## config.mk

```make
export PLATFORM = sky130hd
export DESIGN_NAME = mcs4_clockgen_flat
export DESIGN_NICKNAME = d
export VERILOG_FILES = /design/src/rtl/mcs4_clk_if.sv /design/src/rtl/mcs4_clockgen.sv /design/src/flat_wrapper.sv
export SDC_FILE = /design/constraint.sdc
export NUM_CORES = 1
export LEC_CHECK = 0
export BUFFER_PORTS_ARGS = -buffer_cell sky130_fd_sc_hd__clkbuf_2
export CAP_MARGIN = 20
export CORE_MARGIN = 2
export CORE_UTILIZATION = 59
export DETAILED_ROUTE_END_ITERATION = 10
export GPL_TIMING_DRIVEN = 0
export PLACE_DENSITY = 0.8
export SYNTH_ARGS = -nofsm -noshare
export SYNTH_HDL_FRONTEND = slang
export SYNTH_SLANG_ARGS = --single-unit
export TNS_END_PERCENT = 30
```

## constraint.sdc

```tcl
create_clock -name sysclk -period 4.85 [get_ports sysclk]
set_clock_uncertainty 0.1 [all_clocks]
set_input_delay 0.97 -clock sysclk [delete_from_list [all_inputs] [get_ports sysclk]]
set_output_delay 0.97 -clock sysclk [all_outputs]
set_load 0.02 [all_outputs]
```

## src/rtl/mcs4_clk_if.sv

```systemverilog
// MCS-4 clock generator bus: front-panel controls in, two-phase clocks and
// power-on clear out. The generator uses 'master'; consumers use 'slave'.
interface mcs4_clk_if;
   logic run;
   logic step;
   logic poc_req;
   logic clk1_pad;
   logic clk2_pad;
   logic poc_pad;
   logic period_end;
   logic running;

   modport master (
      input  run, step, poc_req,
      output clk1_pad, clk2_pad, poc_pad, period_end, running
   );

   modport slave (
      output run, step, poc_req,
      input  clk1_pad, clk2_pad, poc_pad, period_end, running
   );
endinterface

```

## src/rtl/mcs4_clockgen.sv

```systemverilog
// MCS-4 two-phase non-overlapping clock and power-on-clear generator.
// A period counter is decoded into registered clk1/clk2/period_end so the
// pads are glitch-free; run/step control only ever stops on a period
// boundary so no pulse is ever truncated.
module mcs4_clockgen #(
   parameter int CLK_PERIOD  = 68,
   parameter int CLK1_HIGH   = 20,
   parameter int CLK_GAP     = 14,
   parameter int CLK2_HIGH   = 20,
   parameter int POC_PERIODS = 16
) (
   input  logic       sysclk,
   input  logic       sysreset_n,
   mcs4_clk_if.master bus
);

   // Reject timing sets that would leave no clk2-to-clk1 gap.
   if (CLK_PERIOD < 1 || CLK1_HIGH < 1 || CLK_GAP < 1 || CLK2_HIGH < 1 ||
       POC_PERIODS < 1 || (CLK1_HIGH + CLK_GAP + CLK2_HIGH) >= CLK_PERIOD) begin : g_param_check
      $error("mcs4_clockgen: invalid clock timing parameters");
   end

   localparam int CNT_W = (CLK_PERIOD > 2) ? $clog2(CLK_PERIOD) : 1;
   localparam int POC_W = $clog2(POC_PERIODS + 1);

   localparam logic [CNT_W-1:0] CNT_LAST   = CNT_W'(CLK_PERIOD - 1);
   localparam logic [CNT_W-1:0] CLK1_END   = CNT_W'(CLK1_HIGH);
   localparam logic [CNT_W-1:0] CLK2_START = CNT_W'(CLK1_HIGH + CLK_GAP);
   localparam logic [CNT_W-1:0] CLK2_END   = CNT_W'(CLK1_HIGH + CLK_GAP + CLK2_HIGH);
   localparam logic [POC_W-1:0] POC_DONE   = POC_W'(POC_PERIODS);

   localparam logic [1:0] ST_STOPPED = 2'd0;
   localparam logic [1:0] ST_RUNNING = 2'd1;
   localparam logic [1:0] ST_STEP    = 2'd2;

   logic [1:0]       state_reg, state_next;
   logic [CNT_W-1:0] cnt_reg, cnt_next;
   logic [POC_W-1:0] poc_cnt_reg, poc_cnt_next;
   logic             clk1_reg, clk1_next;
   logic             clk2_reg, clk2_next;
   logic             period_end_reg, period_end_next;
   logic             poc_pad_reg, poc_pad_next;
   logic             running_reg, running_next;
   logic             active;
   logic             cnt_at_last;

   // Run/step sequencing and period counter; stops only at the period end.
   always_comb begin
      state_next  = state_reg;
      cnt_next    = cnt_reg;
      cnt_at_last = (cnt_reg == CNT_LAST);
      case (state_reg)
         ST_STOPPED: begin
            cnt_next = '0;
            if (bus.run) begin
               state_next = ST_RUNNING;
            end else if (bus.step) begin
               state_next = ST_STEP;
            end
         end
         ST_RUNNING: begin
            if (cnt_at_last) begin
               cnt_next = '0;
               if (!bus.run) begin
                  state_next = ST_STOPPED;
               end
            end else begin
               cnt_next = cnt_reg + 1'b1;
            end
         end
         ST_STEP: begin
            if (cnt_at_last) begin
               cnt_next   = '0;
               state_next = bus.run ? ST_RUNNING : ST_STOPPED;
            end else begin
               cnt_next = cnt_reg + 1'b1;
            end
         end
         default: begin
            state_next = ST_STOPPED;
            cnt_next   = '0;
         end
      endcase
      running_next = (state_next != ST_STOPPED);
   end

   // Phase decode of the current count; registered one sysclk later.
   always_comb begin
      active          = (state_reg == ST_RUNNING) || (state_reg == ST_STEP);
      clk1_next       = active && (cnt_reg < CLK1_END);
      clk2_next       = active && (cnt_reg >= CLK2_START) && (cnt_reg < CLK2_END);
      period_end_next = active && (cnt_reg == CNT_LAST);
   end

   // Power-on clear: count completed periods, a re-arm request beats an increment.
   always_comb begin
      poc_cnt_next = poc_cnt_reg;
      if (bus.poc_req) begin
         poc_cnt_next = '0;
      end else if (period_end_reg && (poc_cnt_reg != POC_DONE)) begin
         poc_cnt_next = poc_cnt_reg + 1'b1;
      end
      poc_pad_next = (poc_cnt_next < POC_DONE);
   end

   // State, counters and output flops; reset drops the clocks immediately.
   always_ff @(posedge sysclk) begin
      if (!sysreset_n) begin
         state_reg      <= ST_STOPPED;
         cnt_reg        <= '0;
         poc_cnt_reg    <= '0;
         clk1_reg       <= 1'b0;
         clk2_reg       <= 1'b0;
         period_end_reg <= 1'b0;
         poc_pad_reg    <= 1'b1;
         running_reg    <= 1'b0;
      end else begin
         state_reg      <= state_next;
         cnt_reg        <= cnt_next;
         poc_cnt_reg    <= poc_cnt_next;
         clk1_reg       <= clk1_next;
         clk2_reg       <= clk2_next;
         period_end_reg <= period_end_next;
         poc_pad_reg    <= poc_pad_next;
         running_reg    <= running_next;
      end
   end

   assign bus.clk1_pad   = clk1_reg;
   assign bus.clk2_pad   = clk2_reg;
   assign bus.period_end = period_end_reg;
   assign bus.poc_pad    = poc_pad_reg;
   assign bus.running    = running_reg;

endmodule
```

## src/flat_wrapper.sv

```systemverilog
// flat-port wrapper written by rule: the top's interface ports become plain ports
module mcs4_clockgen_flat 
#(
   parameter int CLK_PERIOD  = 68,
   parameter int CLK1_HIGH   = 20,
   parameter int CLK_GAP     = 14,
   parameter int CLK2_HIGH   = 20,
   parameter int POC_PERIODS = 16
)
  (sysclk, sysreset_n, bus_run, bus_step, bus_poc_req, bus_clk1_pad, bus_clk2_pad, bus_poc_pad, bus_period_end, bus_running);
  mcs4_clk_if bus_i ();
  input  logic sysclk;
  input  logic sysreset_n;
  input wire logic [$bits(bus_i.run)-1:0] bus_run;
  input wire logic [$bits(bus_i.step)-1:0] bus_step;
  input wire logic [$bits(bus_i.poc_req)-1:0] bus_poc_req;
  output wire logic [$bits(bus_i.clk1_pad)-1:0] bus_clk1_pad;
  output wire logic [$bits(bus_i.clk2_pad)-1:0] bus_clk2_pad;
  output wire logic [$bits(bus_i.poc_pad)-1:0] bus_poc_pad;
  output wire logic [$bits(bus_i.period_end)-1:0] bus_period_end;
  output wire logic [$bits(bus_i.running)-1:0] bus_running;
  assign bus_i.run = bus_run;
  assign bus_i.step = bus_step;
  assign bus_i.poc_req = bus_poc_req;
  assign bus_clk1_pad = bus_i.clk1_pad;
  assign bus_clk2_pad = bus_i.clk2_pad;
  assign bus_poc_pad = bus_i.poc_pad;
  assign bus_period_end = bus_i.period_end;
  assign bus_running = bus_i.running;
  mcs4_clockgen #(.CLK_PERIOD(CLK_PERIOD), .CLK1_HIGH(CLK1_HIGH), .CLK_GAP(CLK_GAP), .CLK2_HIGH(CLK2_HIGH), .POC_PERIODS(POC_PERIODS)) u_core (.sysclk(sysclk), .sysreset_n(sysreset_n), .bus(bus_i));
endmodule
```

======== After elaboration in Yosys (flattened, before gate mapping) ========
Index checks and enable logic that the tools add are counted.
storage, ports and cells
  output and inout port bits .............. 5
  register bits after elaboration ......... 19
  logic and storage cells ................. 39
  input bits .............................. 5
cells by class
  magnitude comparators ................... 4
  equality and inequality tests ........... 4
  $add $sub $neg .......................... 2
  bitwise operators ....................... 2
  mux-type cells .......................... 9
  reductions and logical operators ........ 10
operators with widths
  operator                                                           count
  2-to-1 mux 2 bit                                                   5
  2-to-1 mux 5 bit                                                   2
  adder 7 x 1 -> 7 bit, second input constant                        1
  equality test 7 bit, second input constant                         1
  greater-or-equal comparator 7 x 6 -> 1 bit, second input constant  1
  < comparator 7 x 5 -> 1 bit, second input constant                 1
  < comparator 7 x 6 -> 1 bit, second input constant                 1
  case mux 2 bit (3 select lines)                                    1
  adder 5 x 1 -> 5 bit, second input constant                        1
  logical AND 1 bit                                                  5
  < comparator 5 bit, second input constant                          1
  inequality test 5 bit, second input constant                       1
  OR reduction 3 bit                                                 1
  equality test 2 x 1 -> 1 bit, second input constant                1
  equality test 2 bit, second input constant                         1
  zero test 2 bit                                                    1
  NOT 1 bit                                                          2
  nonzero test 2 bit                                                 1
  OR reduction 2 bit                                                 1
  logical OR 1 bit                                                   1
  2-to-1 mux 1 bit                                                   1

======== Longest topological paths before layout ========
  depth after elaboration ................. 5
  mapped depth ............................ 6
  mapped depth without buffers ............ 6

======== Worst setup path before layout ========
No wires, ideal clock.
  path type ............................... input to register
  start point ............................. in bus_run
  end point ............................... reg u_core.running_reg (netlist: u_core.bus.running)
  library setup time ...................... 0.138 ns
  required time ........................... 4.612 ns
  path slack .............................. 2.873 ns
  buffers on the path ..................... 0
  arrival time ............................ 1.739 ns
  stages .................................. 4
  path through ............................ nor4bb_1 > a2111oi_0 > a211oi_1 > o221ai_2
on the way
  longest elaborated chain between the ends .. 4
  elaborated cells between the ends (all ways) .. 7
  classes of those cells .................. 6 x mux; 1 x reduce/logical
ends and longest elaborated chain
  element                                               line                                      text
  from (decl)                                           flat_wrapper.sv:14                        input wire logic [$bits(bus_i.run)-1:0] bus_run;
  2-to-1 mux 1 bit or 2-to-1 mux 2 bit (tied branches)  mcs4_clockgen.sv:74, mcs4_clockgen.sv:64
  2-to-1 mux 2 bit (on tied branches)                   mcs4_clockgen.sv:72, mcs4_clockgen.sv:62
  case mux 2 bit (3 select lines) (*)                   mcs4_clockgen.sv:52                       case (state_reg)
  nonzero test 2 bit (*)                                mcs4_clockgen.sv:84                       running_next = (state_next != ST_STOPPED);
  to (signal assigned)                                  mcs4_clockgen.sv:125                      running_reg <= running_next;
  to (decl)                                             mcs4_clockgen.sv:43                       logic running_reg, running_next;
Mark *: on every way between the ends. The rest lies on a longest branch, timed or not.
A chain may end at the register's enable or synchronous reset.

======== Worst setup path after layout ========
  start point ............................. reg u_core.period_end_reg (netlist: u_core.bus.period_end)
  end point ............................... out bus_period_end
RTL lines
  element                 line                  text
  from (decl)             mcs4_clockgen.sv:41   logic period_end_reg, period_end_next;
  from (signal assigned)  mcs4_clockgen.sv:123  period_end_reg <= period_end_next;
  to (decl)               flat_wrapper.sv:20    output wire logic [$bits(bus_i.period_end)-1:0] bus_period_end;
No word-level cell between the ends.

==> results.cfg <==
[run_status]
status = complete, no violations

[drt]
via_per_inst = 5.346
dr.pass1.iters = 5
via_count = 679
drt_iter0_drc = 6
routed_wirelength_um = 1543
drc = 0
wl_per_cell_um = 12.15
ant_nets = 0

[cts]
cts_tree = done
clk_latency_ns = 0.30
clk_pin_slew_ns = 0.11
htreeDepth = 1
cts_resized = 0
post_cts_buffers = 0
clockRootBuffer = clkbuf_4
clock_path_buffers = 2
numCtsBuffers = 3
clock-sinks = 19
ctsHoldBuffers = 0

[placed_design]
post-dp-hpwl_um = 1240
place_congestion = 0.7777
pre_cts_ws_ns = 2.661
port_buffers = 9

[worst_setup_path]
rrSetupSlack_ns = 3.03
reg2reg_from = u_core.cnt_reg[1]
worstRegToRegCells = 5
worstPathCellList = clkbuf_2
worstSetupStartpoint = u_core.bus.period_end
critical_path.max_fanout = 5
worstSetupEndpointType = output pin
cp-start-kind = register
path_depth = 1
cp.required_ns = 3.78
crit_slowest_cell = dfxtp_1
reg2reg_to = u_core.bus.running
critPathArrivalTime_ns = 0.91
path_class = register to output pin
slowest_delay_ns = 0.41
critical_path_buf_inv_count = 1
cp_top_family = flip-flops

[logic_synthesis]
syn_nets = 111
synth_warnings = 0
synth-simple-area-share = 0.2154
synth_cell_types = 28
syn-cell-area_um2 = 894.6
netlist_instances = 98
synth_mux_area_frac = 0.01119
synth_top_family_by_area = simple AND/OR/NAND/NOR gates
syn_area_per_cell_um2 = 9.129
synth_compound_area_frac = 0.1063
synth_xor_area_frac = 0.08811
ys_ff_latch = 19
synth_fa_ha_area_frac = 0.1119
yosysSeqAreaShare = 0.4252

[timing]
max_freq_mhz = 506.3
hold-worst-slack_ns = 0.3741
rsz0062_at_grt = no
fin_crit_sh = 0.4072
finalMaxSlewViolations = 0
tightestPinTransition_ns = 0.4558
finalWorstSetupSlack_ns = 2.875
setup_tns_ns = 0
relSlewSlack = 0.6935
finalHoldViolations = 0
period_minus_slack_ns = 1.975
finalSetupViolCount = 0

[die]
fp.dieH_um = 42.94
die_area_mm2 = 0.001844
core-area_mm2 = 0.001471
ios = 10
die_w_um = 42.94
initial_core_util = 0.6080
placementRows = 14

[finish]
largest_reg_flops = 7
nets = 125
fin_util = 0.6726
area_growth_pct = 10.63
fillers = 126
final_common_cell = nor2_1
final_cell_mix = nor2_1, dfxtp_1, inv_1, clkbuf_2, ha_1
final_layout_size_suffix_gt1_frac = 0.1532
antenna_cells = 0

[global_route]
grt_usage = 0.2033
antenna_found_initial = 0
grt_pass1_wl_um = 2725
grt_pass1_vias = 671
grt_max_degree = 13
grt_overflow = 0

[power_and_ir_drop]
p_per_area_mw_per_mm2 = 283.0
power.leakage_nw = 0.4328
vdd_drop_max_uv = 160.2
total_power_mw = 0.2801

[worst_hold_path]
holdPathEnd = u_core.cnt_reg[0]
hp-class = register to register
min_path_cells = 1
hold_start = u_core.cnt_reg[0]

[job]
cap_viol_max_count = 0
[metrics by stage]
| stage | cells | cell area [µm²] |
|---|---|---|
| after global routing | 127 | 989.7 |
| after CTS | 127 | 989.7 |
| after floorplan | 98 | 894.6 |
| after detailed placement | 123 | 959.7 |
| final | 127 | 989.7 |
| after global placement | 123 | 959.7 |
[cell families after synthesis]
family / count (synthesis)
and+or+nand+nor: 39
DFF: 19
AOI/OAI and AO/OA: 12
buffers and inverters: 10
xor gates and xnor gates: 9
adders and majority gates: 8
muxes: 1
[where the power goes]
group	leakage (nW)	switching, mW	internal, mW	total (mW)
registers	0.154	0.00397	0.162	0.166
logic	0.265	0.0209	0.0121	0.0330
clock network	0.0139	0.0502	0.0314	0.0816
[routing by layer]
metal | vias up | wire length (µm) | GRT usage
met5 | - | 0 | 0
met4 | 0 | 18 | 0.1091
met3 | 2 | 51 | 0.05106
met2 | 10 | 781 | 0.3515
met1 | 311 | 691 | 0.2261
li1 | 356 | - | -
[Yosys cell counts]
cell type,count,area share
nor2_1,20,0.084
dfxtp_1,19,0.43
inv_1,10,0.042
ha_1,8,0.11
nand2_1,5,0.021
xor2_1,5,0.049
xnor2_1,4,0.039
nand3_1,3,0.017
a21oi_1,2,0.011
nand2b_1,2,0.014
nand4_1,2,0.014
nor3_1,2,0.011
a2111oi_0,1,0.0098
a211oi_1,1,0.0084
a21o_2,1,0.0098
a221oi_1,1,0.0098
and3_1,1,0.0070
mux2i_1,1,0.011
nand3b_1,1,0.0084
nand4b_2,1,0.017
nor3_2,1,0.011
nor4bb_1,1,0.011
o21ai_0,1,0.0056
o221ai_2,1,0.017
o22ai_1,1,0.0070
o311ai_0,1,0.0098
o31a_1,1,0.0098
o31ai_1,1,0.0084
[cell type report]
cell class / instances / area [µm²] / share of cell area
Multi-Input combinational cell: 69 / 476.7 / 0.4817
Timing Repair Buffer: 9 / 45.04 / 0.04551
Inverter: 10 / 37.54 / 0.03793
Sequential cell: 19 / 380.4 / 0.3843
Clock buffer: 3 / 22.52 / 0.02276
Tap cell: 16 / 20.02 / 0.02023
Clock inverter: 1 / 7.507 / 0.007585
[worst register-to-register path: stages (launching register included)]
cell and delay, ns:
dfxtp_1 0.43, ha_1 0.27, nor4bb_1 0.27, a2111oi_0 0.14, a211oi_1 0.36, o221ai_2 0.14
[how the worst max path moves through the flow]
stage / end / slack [ns]
after global placement: u_core.bus.running / 2.66
after global routing: bus_period_end / 2.82
final: bus_period_end / 2.87
after CTS: bus_period_end / 2.86
after floorplan: u_core.bus.running / 2.87
after detailed placement: u_core.bus.running / 2.66
(Power assumes the default switching activity.)
